File: src/rtl/multdiv_ctrl_if.sv
// Execute-stage / multdiv / writeback signal bundle for multdiv_ctrl.
// The slave modport is the controller's view; master is the surrounding
// pipeline plus the multdiv unit.
interface multdiv_ctrl_if;
  logic        start_mult;
  logic        start_div;
  logic        flush;
  logic [31:0] opA;
  logic [31:0] opB;
  logic [4:0]  rd;
  logic [31:0] md_operandA;
  logic [31:0] md_operandB;
  logic        md_ctrl_MULT;
  logic        md_ctrl_DIV;
  logic [31:0] md_result;
  logic        md_exception;
  logic        md_resultRDY;
  logic        stall;
  logic        busy;
  logic        wb_valid;
  logic [4:0]  wb_rd;
  logic [31:0] wb_data;
  logic        wb_exception;

  modport slave (
    input  start_mult, start_div, flush, opA, opB, rd,
    input  md_result, md_exception, md_resultRDY,
    output md_operandA, md_operandB, md_ctrl_MULT, md_ctrl_DIV,
    output stall, busy, wb_valid, wb_rd, wb_data, wb_exception
  );

  modport master (
    output start_mult, start_div, flush, opA, opB, rd,
    output md_result, md_exception, md_resultRDY,
    input  md_operandA, md_operandB, md_ctrl_MULT, md_ctrl_DIV,
    input  stall, busy, wb_valid, wb_rd, wb_data, wb_exception
  );
endinterface

File: src/rtl/multdiv_ctrl.sv
// Sequencer between the execute stage and the multicycle multdiv unit.
// Latches operands on accept, fires a one-cycle start pulse, stalls the
// pipeline until the result is ready (or the watchdog fires) and emits a
// single writeback beat, redirected to $rstatus on exception/timeout.
//
//   state | meaning
//   IDLE  | waiting for a MULT/DIV from execute
//   ISSUE | start pulse to multdiv, watchdog cleared
//   WAIT  | counting cycles until md_resultRDY or timeout
//   DONE  | writeback beat presented for one cycle
module multdiv_ctrl #(
  parameter int          MAX_CYCLES    = 40,
  parameter logic [31:0] MULT_EXC_CODE = 32'd4,
  parameter logic [31:0] DIV_EXC_CODE  = 32'd5,
  parameter logic [31:0] TIMEOUT_CODE  = 32'd6,
  parameter logic [4:0]  RSTATUS_REG   = 5'd30
) (
  input  logic           clock,
  input  logic           reset,
  multdiv_ctrl_if.slave  bus
);

  localparam logic [1:0] S_IDLE  = 2'd0;
  localparam logic [1:0] S_ISSUE = 2'd1;
  localparam logic [1:0] S_WAIT  = 2'd2;
  localparam logic [1:0] S_DONE  = 2'd3;

  localparam int CW = $clog2(MAX_CYCLES + 1);

  logic [1:0]    state_q, state_d;
  logic [CW-1:0] cnt_q, cnt_d;
  logic [31:0]   opa_q, opa_d;
  logic [31:0]   opb_q, opb_d;
  logic [4:0]    rd_q, rd_d;
  logic          is_mult_q, is_mult_d;
  logic          pulse_mult_q, pulse_mult_d;
  logic          pulse_div_q, pulse_div_d;
  logic          wb_valid_q, wb_valid_d;
  logic [4:0]    wb_rd_q, wb_rd_d;
  logic [31:0]   wb_data_q, wb_data_d;
  logic          wb_exc_q, wb_exc_d;
  logic          accept;

  assign accept = (bus.start_mult | bus.start_div) & ~bus.flush;

  // Next-state and capture logic for the sequencing FSM.
  always_comb begin
    state_d      = state_q;
    cnt_d        = cnt_q;
    opa_d        = opa_q;
    opb_d        = opb_q;
    rd_d         = rd_q;
    is_mult_d    = is_mult_q;
    pulse_mult_d = 1'b0;
    pulse_div_d  = 1'b0;
    wb_valid_d   = 1'b0;
    wb_rd_d      = wb_rd_q;
    wb_data_d    = wb_data_q;
    wb_exc_d     = wb_exc_q;
    case (state_q)
      S_IDLE: begin
        if (accept) begin
          opa_d        = bus.opA;
          opb_d        = bus.opB;
          rd_d         = bus.rd;
          is_mult_d    = bus.start_mult;
          pulse_mult_d = bus.start_mult;
          pulse_div_d  = ~bus.start_mult;
          state_d      = S_ISSUE;
        end
      end
      S_ISSUE: begin
        // RDY is deliberately not looked at here: it may be stale.
        cnt_d   = '0;
        state_d = bus.flush ? S_IDLE : S_WAIT;
      end
      S_WAIT: begin
        cnt_d = cnt_q + CW'(1);
        if (bus.flush) begin
          state_d = S_IDLE;
        end else if (bus.md_resultRDY) begin
          state_d    = S_DONE;
          wb_valid_d = 1'b1;
          if (bus.md_exception) begin
            wb_rd_d   = RSTATUS_REG;
            wb_data_d = is_mult_q ? MULT_EXC_CODE : DIV_EXC_CODE;
            wb_exc_d  = 1'b1;
          end else begin
            wb_rd_d   = rd_q;
            wb_data_d = bus.md_result;
            wb_exc_d  = 1'b0;
          end
        end else if (cnt_d == CW'(MAX_CYCLES)) begin
          state_d    = S_DONE;
          wb_valid_d = 1'b1;
          wb_rd_d    = RSTATUS_REG;
          wb_data_d  = TIMEOUT_CODE;
          wb_exc_d   = 1'b1;
        end
      end
      S_DONE: begin
        state_d = S_IDLE;
      end
      default: begin
        state_d = S_IDLE;
      end
    endcase
  end

  // State, latches and registered outputs; reset takes priority over all.
  always_ff @(posedge clock) begin
    if (reset) begin
      state_q      <= S_IDLE;
      cnt_q        <= '0;
      opa_q        <= '0;
      opb_q        <= '0;
      rd_q         <= '0;
      is_mult_q    <= 1'b0;
      pulse_mult_q <= 1'b0;
      pulse_div_q  <= 1'b0;
      wb_valid_q   <= 1'b0;
      wb_rd_q      <= '0;
      wb_data_q    <= '0;
      wb_exc_q     <= 1'b0;
    end else begin
      state_q      <= state_d;
      cnt_q        <= cnt_d;
      opa_q        <= opa_d;
      opb_q        <= opb_d;
      rd_q         <= rd_d;
      is_mult_q    <= is_mult_d;
      pulse_mult_q <= pulse_mult_d;
      pulse_div_q  <= pulse_div_d;
      wb_valid_q   <= wb_valid_d;
      wb_rd_q      <= wb_rd_d;
      wb_data_q    <= wb_data_d;
      wb_exc_q     <= wb_exc_d;
    end
  end

  // A flush arriving in DONE must kill the beat in that same cycle, hence
  // the gate on the otherwise registered valid.
  assign bus.wb_valid     = wb_valid_q & ~bus.flush;
  assign bus.wb_rd        = wb_rd_q;
  assign bus.wb_data      = wb_data_q;
  assign bus.wb_exception = wb_exc_q;
  assign bus.md_operandA  = opa_q;
  assign bus.md_operandB  = opb_q;
  assign bus.md_ctrl_MULT = pulse_mult_q;
  assign bus.md_ctrl_DIV  = pulse_div_q;
  assign bus.busy         = (state_q != S_IDLE);
  assign bus.stall        = ((state_q == S_IDLE) & accept) |
                            (state_q == S_ISSUE) | (state_q == S_WAIT);

endmodule

File: src/flat_wrapper.sv
// flat-port wrapper written by rule: the top's interface ports become plain ports
module multdiv_ctrl_flat 
#(
  parameter int          MAX_CYCLES    = 40,
  parameter logic [31:0] MULT_EXC_CODE = 32'd4,
  parameter logic [31:0] DIV_EXC_CODE  = 32'd5,
  parameter logic [31:0] TIMEOUT_CODE  = 32'd6,
  parameter logic [4:0]  RSTATUS_REG   = 5'd30
)
  (clock, reset, bus_start_mult, bus_start_div, bus_flush, bus_opA, bus_opB, bus_rd, bus_md_result, bus_md_exception, bus_md_resultRDY, bus_md_operandA, bus_md_operandB, bus_md_ctrl_MULT, bus_md_ctrl_DIV, bus_stall, bus_busy, bus_wb_valid, bus_wb_rd, bus_wb_data, bus_wb_exception);
  multdiv_ctrl_if bus_i ();
  input  logic clock;
  input  logic reset;
  input wire logic [$bits(bus_i.start_mult)-1:0] bus_start_mult;
  input wire logic [$bits(bus_i.start_div)-1:0] bus_start_div;
  input wire logic [$bits(bus_i.flush)-1:0] bus_flush;
  input wire logic [$bits(bus_i.opA)-1:0] bus_opA;
  input wire logic [$bits(bus_i.opB)-1:0] bus_opB;
  input wire logic [$bits(bus_i.rd)-1:0] bus_rd;
  input wire logic [$bits(bus_i.md_result)-1:0] bus_md_result;
  input wire logic [$bits(bus_i.md_exception)-1:0] bus_md_exception;
  input wire logic [$bits(bus_i.md_resultRDY)-1:0] bus_md_resultRDY;
  output wire logic [$bits(bus_i.md_operandA)-1:0] bus_md_operandA;
  output wire logic [$bits(bus_i.md_operandB)-1:0] bus_md_operandB;
  output wire logic [$bits(bus_i.md_ctrl_MULT)-1:0] bus_md_ctrl_MULT;
  output wire logic [$bits(bus_i.md_ctrl_DIV)-1:0] bus_md_ctrl_DIV;
  output wire logic [$bits(bus_i.stall)-1:0] bus_stall;
  output wire logic [$bits(bus_i.busy)-1:0] bus_busy;
  output wire logic [$bits(bus_i.wb_valid)-1:0] bus_wb_valid;
  output wire logic [$bits(bus_i.wb_rd)-1:0] bus_wb_rd;
  output wire logic [$bits(bus_i.wb_data)-1:0] bus_wb_data;
  output wire logic [$bits(bus_i.wb_exception)-1:0] bus_wb_exception;
  assign bus_i.start_mult = bus_start_mult;
  assign bus_i.start_div = bus_start_div;
  assign bus_i.flush = bus_flush;
  assign bus_i.opA = bus_opA;
  assign bus_i.opB = bus_opB;
  assign bus_i.rd = bus_rd;
  assign bus_i.md_result = bus_md_result;
  assign bus_i.md_exception = bus_md_exception;
  assign bus_i.md_resultRDY = bus_md_resultRDY;
  assign bus_md_operandA = bus_i.md_operandA;
  assign bus_md_operandB = bus_i.md_operandB;
  assign bus_md_ctrl_MULT = bus_i.md_ctrl_MULT;
  assign bus_md_ctrl_DIV = bus_i.md_ctrl_DIV;
  assign bus_stall = bus_i.stall;
  assign bus_busy = bus_i.busy;
  assign bus_wb_valid = bus_i.wb_valid;
  assign bus_wb_rd = bus_i.wb_rd;
  assign bus_wb_data = bus_i.wb_data;
  assign bus_wb_exception = bus_i.wb_exception;
  multdiv_ctrl #(.MAX_CYCLES(MAX_CYCLES), .MULT_EXC_CODE(MULT_EXC_CODE), .DIV_EXC_CODE(DIV_EXC_CODE), .TIMEOUT_CODE(TIMEOUT_CODE), .RSTATUS_REG(RSTATUS_REG)) u_core (.clock(clock), .reset(reset), .bus(bus_i));
endmodule
File: config.mk
export PLATFORM = sky130hd
export DESIGN_NAME = multdiv_ctrl_flat
export DESIGN_NICKNAME = d
export VERILOG_FILES = /design/src/rtl/multdiv_ctrl_if.sv /design/src/rtl/multdiv_ctrl.sv /design/src/flat_wrapper.sv
export SDC_FILE = /design/constraint.sdc
export NUM_CORES = 1
export LEC_CHECK = 0
export CAP_MARGIN = 25
export CELL_PAD_IN_SITES_DETAIL_PLACEMENT = 0
export CELL_PAD_IN_SITES_GLOBAL_PLACEMENT = 1
export CORE_UTILIZATION = 25
export DETAILED_ROUTE_END_ITERATION = 6
export MAX_ROUTING_LAYER = met4
export PLACE_DENSITY_LB_ADDON = 0.1
export REMOVE_ABC_BUFFERS = 1
export SYNTH_ARGS = -nofsm -noshare
export SYNTH_HDL_FRONTEND = slang
export SYNTH_SLANG_ARGS = --single-unit
File: constraint.sdc
create_clock -name clock -period 2.55 [get_ports clock]
set_clock_uncertainty 0.15 [all_clocks]
set_input_delay 0.255 -clock clock [delete_from_list [all_inputs] [get_ports clock]]
set_output_delay 0.255 -clock clock [all_outputs]
set_load 0.005 [all_outputs]
; After elaboration in Yosys (flattened, before gate mapping)
; Cells that the tools add are included.
[word_totals]
reg_bits = 119
input_bits = 108
output_inout_bits = 107
word_cells = 58
[classes]
add_sub_neg = 1
n_eq_ne = 6
mux = 19
n_bitwise = 11
reduce_logical = 9
[ops]
columns = cell, n
row1 = 32-bit 2-to-1 mux, 3
row2 = 5-bit 2-to-1 mux, 3
row3 = 6-bit one-hot mux with 2 select lines, 1
row4 = 2-bit 2-to-1 mux, 5
row5 = 2-bit one-hot mux with 4 select lines, 1
row6 = "6-bit by 1-bit adder with 6-bit output, second input constant", 1
row7 = "6-bit equality test, second input constant", 1
row8 = 1-bit 2-to-1 mux, 6
row9 = 2-bit nonzero test, 3
row10 = 3-bit OR reduction, 2
row11 = 1-bit NOT, 5
row12 = "2-bit equality test, second input constant", 2
row13 = "4-bit by 3-bit inequality test with 1-bit output, second input constant", 1
row14 = 2-bit AND reduction, 2
row15 = 1-bit AND, 3
row16 = 1-bit OR, 3
row17 = 3-bit AND reduction, 1
row18 = "2-bit by 1-bit equality test with 1-bit output, second input constant", 1
row19 = 2-bit zero test, 1
row20 = "2-bit by 1-bit inequality test with 1-bit output, second input constant", 1

; Longest topological paths before layout
[logic_depth]
depth_word = 6
ltp_mapped = 9
ltp_nobuf = 6

; Worst setup path after synthesis
; No wires, ideal clock.
[synth_path]
kind = register to register
from = register u_core.state_q[0]
to = register u_core.wb_data_q[2] (netlist: u_core.bus.wb_data[2])
setup_time_ns = 0.115
arrival_time_ns = 1.527
required_ns = 2.285
slack_ns = 0.759
path_stages_with_launch = 10
n_path_buf = 3
synth_period_minus_slack_ns = 1.791
path_cell_list = dfxtp_1 inv_1 ha_1 buf_4 nand2b_4 buf_6 nor3b_4 buf_6 a21oi_1 o21a_1
[synth_between]
elab_chain_len = 2
[synth_lines]
columns = item, line
row1 = start: declaration, multdiv_ctrl.sv:30  ; logic [1:0] state_q, state_d;
row2 = start signal: assignment, multdiv_ctrl.sv:126  ; state_q <= state_d;
row3 = 2-bit equality test, multdiv_ctrl.sv:60  ; case (state_q)
row4 = 3-bit AND reduction (no line), n/a
row5 = end signal: assignment, multdiv_ctrl.sv:136  ; wb_data_q <= wb_data_d;
row6 = end: declaration, multdiv_ctrl.sv:40  ; logic [31:0] wb_data_q, wb_data_d;
; No other way between the ends.
; A chain may end at the register's enable or synchronous reset.

; Worst setup path after layout
[layout_path]
from = register u_core.state_q[1]
to = output bus_stall
[layout_between]
elab_chain_len = 4
elab_cells_between_ends = 6
classes_between = eq/ne (2) / bitwise (3) / reduce/logical (1)
[layout_lines]
columns = item, line
row1 = 2-bit zero test, multdiv_ctrl.sv:152  ; assign bus.stall = ((state_q == S_IDLE) & accept) |
row2 = 1-bit AND, multdiv_ctrl.sv:152
row3 = 1-bit OR, multdiv_ctrl.sv:152
row4 = 1-bit OR *, multdiv_ctrl.sv:153  ; (state_q == S_ISSUE) | (state_q == S_WAIT);
row5 = end: declaration, flat_wrapper.sv:27  ; output wire logic [$bits(bus_i.stall)-1:0] bus_stall;
; Every way passes the cells marked *; elsewhere a longest branch is shown, timed or not.

==> out/results.ini <==
[cells_and_area]
antenna_cells = 0
layout_common_cells = clkdlybuf4s50_1, nand2_1, dfxtp_1, a21oi_1, nand3_1
fin_nets = 862
fin_util_pct = 42.0
synthToLayoutAreaGrowth_pct = 64.7
drive_gt1_share_pct = 7.10
final_cell_area_um2 = 7520
final_common_cell = clkdlybuf4s50_1

[pwr]
p_comb_share_pct = 12.6
seq_power_share_pct = 39.1
p_int_w = 0.00394
clock_power_share_pct = 48.4
switchingPower_w = 0.00115
peakVddDrop_uv = 413
p_sw_share_pct = 22.5
p_per_area_nw_per_um2 = 676
p_leak_nw = 2.64

[grt]
grt_pass1_wl_mm = 21.6
grt_pass1_vias = 4300
grt_start_max_net_pins = 73
track_usage_pct = 15.5
gr-total-overflow = 0
antenna_found_initial = 0

[routing]
firstDrtPassIters = 4
avgViaCountPerCell = 4.61
drc = 0
drt_iter0_drc = 229
dr_total_vias = 4564
post_drt_wl_per_cell_um = 14.4
routed_wl_mm = 14.3
ant_nets = 0

[die]
rows = 49
core-area_um2 = 17900
boundaryPins = 215
dieHeight_um = 137
die_area_um2 = 18800
initial_core_util_pct = 25.5
die_w_um = 137

[placed_design]
io_buffers = 214
dpl_cell_area_um2 = 6910
dpl.hpwl_mm = 9.44
routabilityCongestion = 0.734

[timing]
final-setup-viol-count = 0
finalMaxSlewViolations = 0
tightestPinTransition_ps = 675
period_needed_ps = 2440
rsz0062_at_grt = no
fmax_mhz = 410
hold_viol = 0
timing.final.crit_share_pct = 95.6
maxSlewHeadroom_pct = 55.0

[clocking]
numCtsBuffers = 17
clkLatencyLatePin_ps = 400
clk_pin_slew_ps = 50
clock-sinks = 119
cts_tree = done
clockRootBuffer = clkbuf_16
cts_setup_buffers = 0
clockBufferDepth = 2
cts.htree.levels = 4

[synth]
netlist_instances = 546
yosys_register_bits = 119
yosysSeqAreaShare_pct = 52.2
netlist_area_um2 = 4560
synth_warnings = 0
avgSynthCellArea_um2 = 8.36
yosys.cell_types.count = 35

[setup_path]
cp_data_arrival_time_ps = 2030
cp-end-kind = output port
worstSetupPathType = flop to output port
critPathLaunchType = flop
cp.required_ps = 2140
worstPathMaxFanout = 3

[flow_run]
maxCapViolCount = 0

[min_path]
hold_path_class = input pin to flop

[outcome]
status = complete, no violations

==> flip-flops by register name, indices dropped and copies added (netlist names) <==
| register | cells |
|---|---|
| u_core.bus.md_ctrl_DIV | 1 |
| u_core.state_q | 2 |
| u_core.is_mult_q | 1 |
| u_core.bus.wb_rd | 5 |
| u_core.bus.md_operandB | 32 |
| u_core.bus.wb_exception | 1 |
| u_core.bus.md_operandA | 32 |
| u_core.rd_q | 5 |
| u_core.cnt_q | 6 |
| u_core.bus.md_ctrl_MULT | 1 |
| u_core.wb_valid_q | 1 |
| u_core.bus.wb_data | 32 |
==> cell families (layout without fill, tap and decap cells) <==
| family | after synthesis | in the layout | share of synthesized area [%] |
|---|---|---|---|
| and+or+nand+nor | 207 | 207 | 19.8 |
| DFF | 119 | 119 | 52.2 |
| muxes | 2 | 2 | 0.439 |
| AOI/OAI and AO/OA | 160 | 160 | 20.7 |
| buffers and inverters | 53 | 268 | 5.48 |
| adders and majority gates | 5 | 5 | 1.37 |
==> power groups by stage <==
| stage | Combinational, W | Sequential (W) | Clock [W] |
|---|---|---|---|
| after global routing | 0.000704 | 0.00200 | 0.00262 |
| after global placement | 0.000645 | 0.00202 | 0 |
| final | 0.000639 | 0.00199 | 0.00246 |
| after floorplan | 0.000195 | 0.00203 | 0 |
| after detailed placement | 0.000646 | 0.00202 | 0 |
| after CTS | 0.000651 | 0.00199 | 0.00254 |
==> Yosys cell counts <==
library cell  instances  area share, %
a41oi_2               1           0.36
buf_4                 1           0.16
a22oi_2               3           0.82
a21oi_2               1           0.19
a21boi_0              1           0.16
o21ai_0               4           0.44
nand2_1             144             12
dfxtp_1             119             52
nor2b_1               3           0.41
o21bai_1              1           0.16
a22oi_1              28            4.6
nor3b_4               1           0.41
buf_2                14            1.5
or4_1                 2           0.33
clkbuf_1             24            2.0
ha_1                  5            1.4
mux2i_1               2           0.44
or2_2                 1           0.14
a32oi_1               2           0.38
and4b_1               1           0.22
a21oi_1             108             12
a31oi_1               2           0.27
nand3_1              34            3.7
nor2_1                8           0.66
nand2b_1              5           0.69
nor3_1                1           0.11
buf_6                 4           0.99
o21a_1                8            1.3
a211oi_1              1           0.16
inv_1                10           0.82
nor3b_1               2           0.33
nand4b_1              1           0.19
nand3b_1              1           0.16
and3_1                2           0.27
nand2b_4              1           0.30
==> worst max-delay path: stages (launching register included) <==
cell and delay, ps:
dfxtp_1 320, inv_1 100, ha_2 200, inv_1 90
or2_2 350, nand2_1 70, clkdlybuf4s50_1 490
==> metal layers <==
layer	vias up	part of all wire (%)	track usage, %	routed length, um
met4	0	1.2	5.92	174
met5	-	0	-	0
met3	15	9.2	6.15	1310
met2	168	45	23.3	6460
li1	2271	-	-	-
met1	2110	44	18.4	6320
==> path summary, 6_finish.rpt <==
path	from	to	slack, ps	cells after the start
max	u_core.state_q[1]	bus_stall	110	6
min	reset	u_core.bus.md_operandB[1]	230	2
max reg2reg	u_core.cnt_q[0]	u_core.bus.wb_data[11]	580	6
min reg2reg	u_core.bus.md_operandA[8]	u_core.bus.md_operandA[8]	300	2
==> through the flow <==
step	instances	power, W	setup slack [ps]	hold WS, ps	setup TNS, ps
after floorplan	503	0.00222	-728	174	-50990
after global placement	959	0.00267	283	292	0
after detailed placement	959	0.00267	249	296	0
after CTS	990	0.00517	57.5	222	0
after global routing	990	0.00532	15.0	230	0
final	990	0.00509	112	230	0
==> layout make-up <==
type | instances | area [um^2]
sequential | 119 | 2380
fill | 1798 | 10400
inverter | 10 | 37.5
clock buffer | 23 | 488
timing repair buffer | 227 | 2260
multi-input combinational | 374 | 1940
tap | 229 | 287
clock inverter | 8 | 120
==> what timing repair did <==
action,in CTS,in global routing
setup endpoints to repair,0,1
hold buffers,0,0
resized for setup,0,2
No activity file was read; power rests on OpenSTA's default activity.
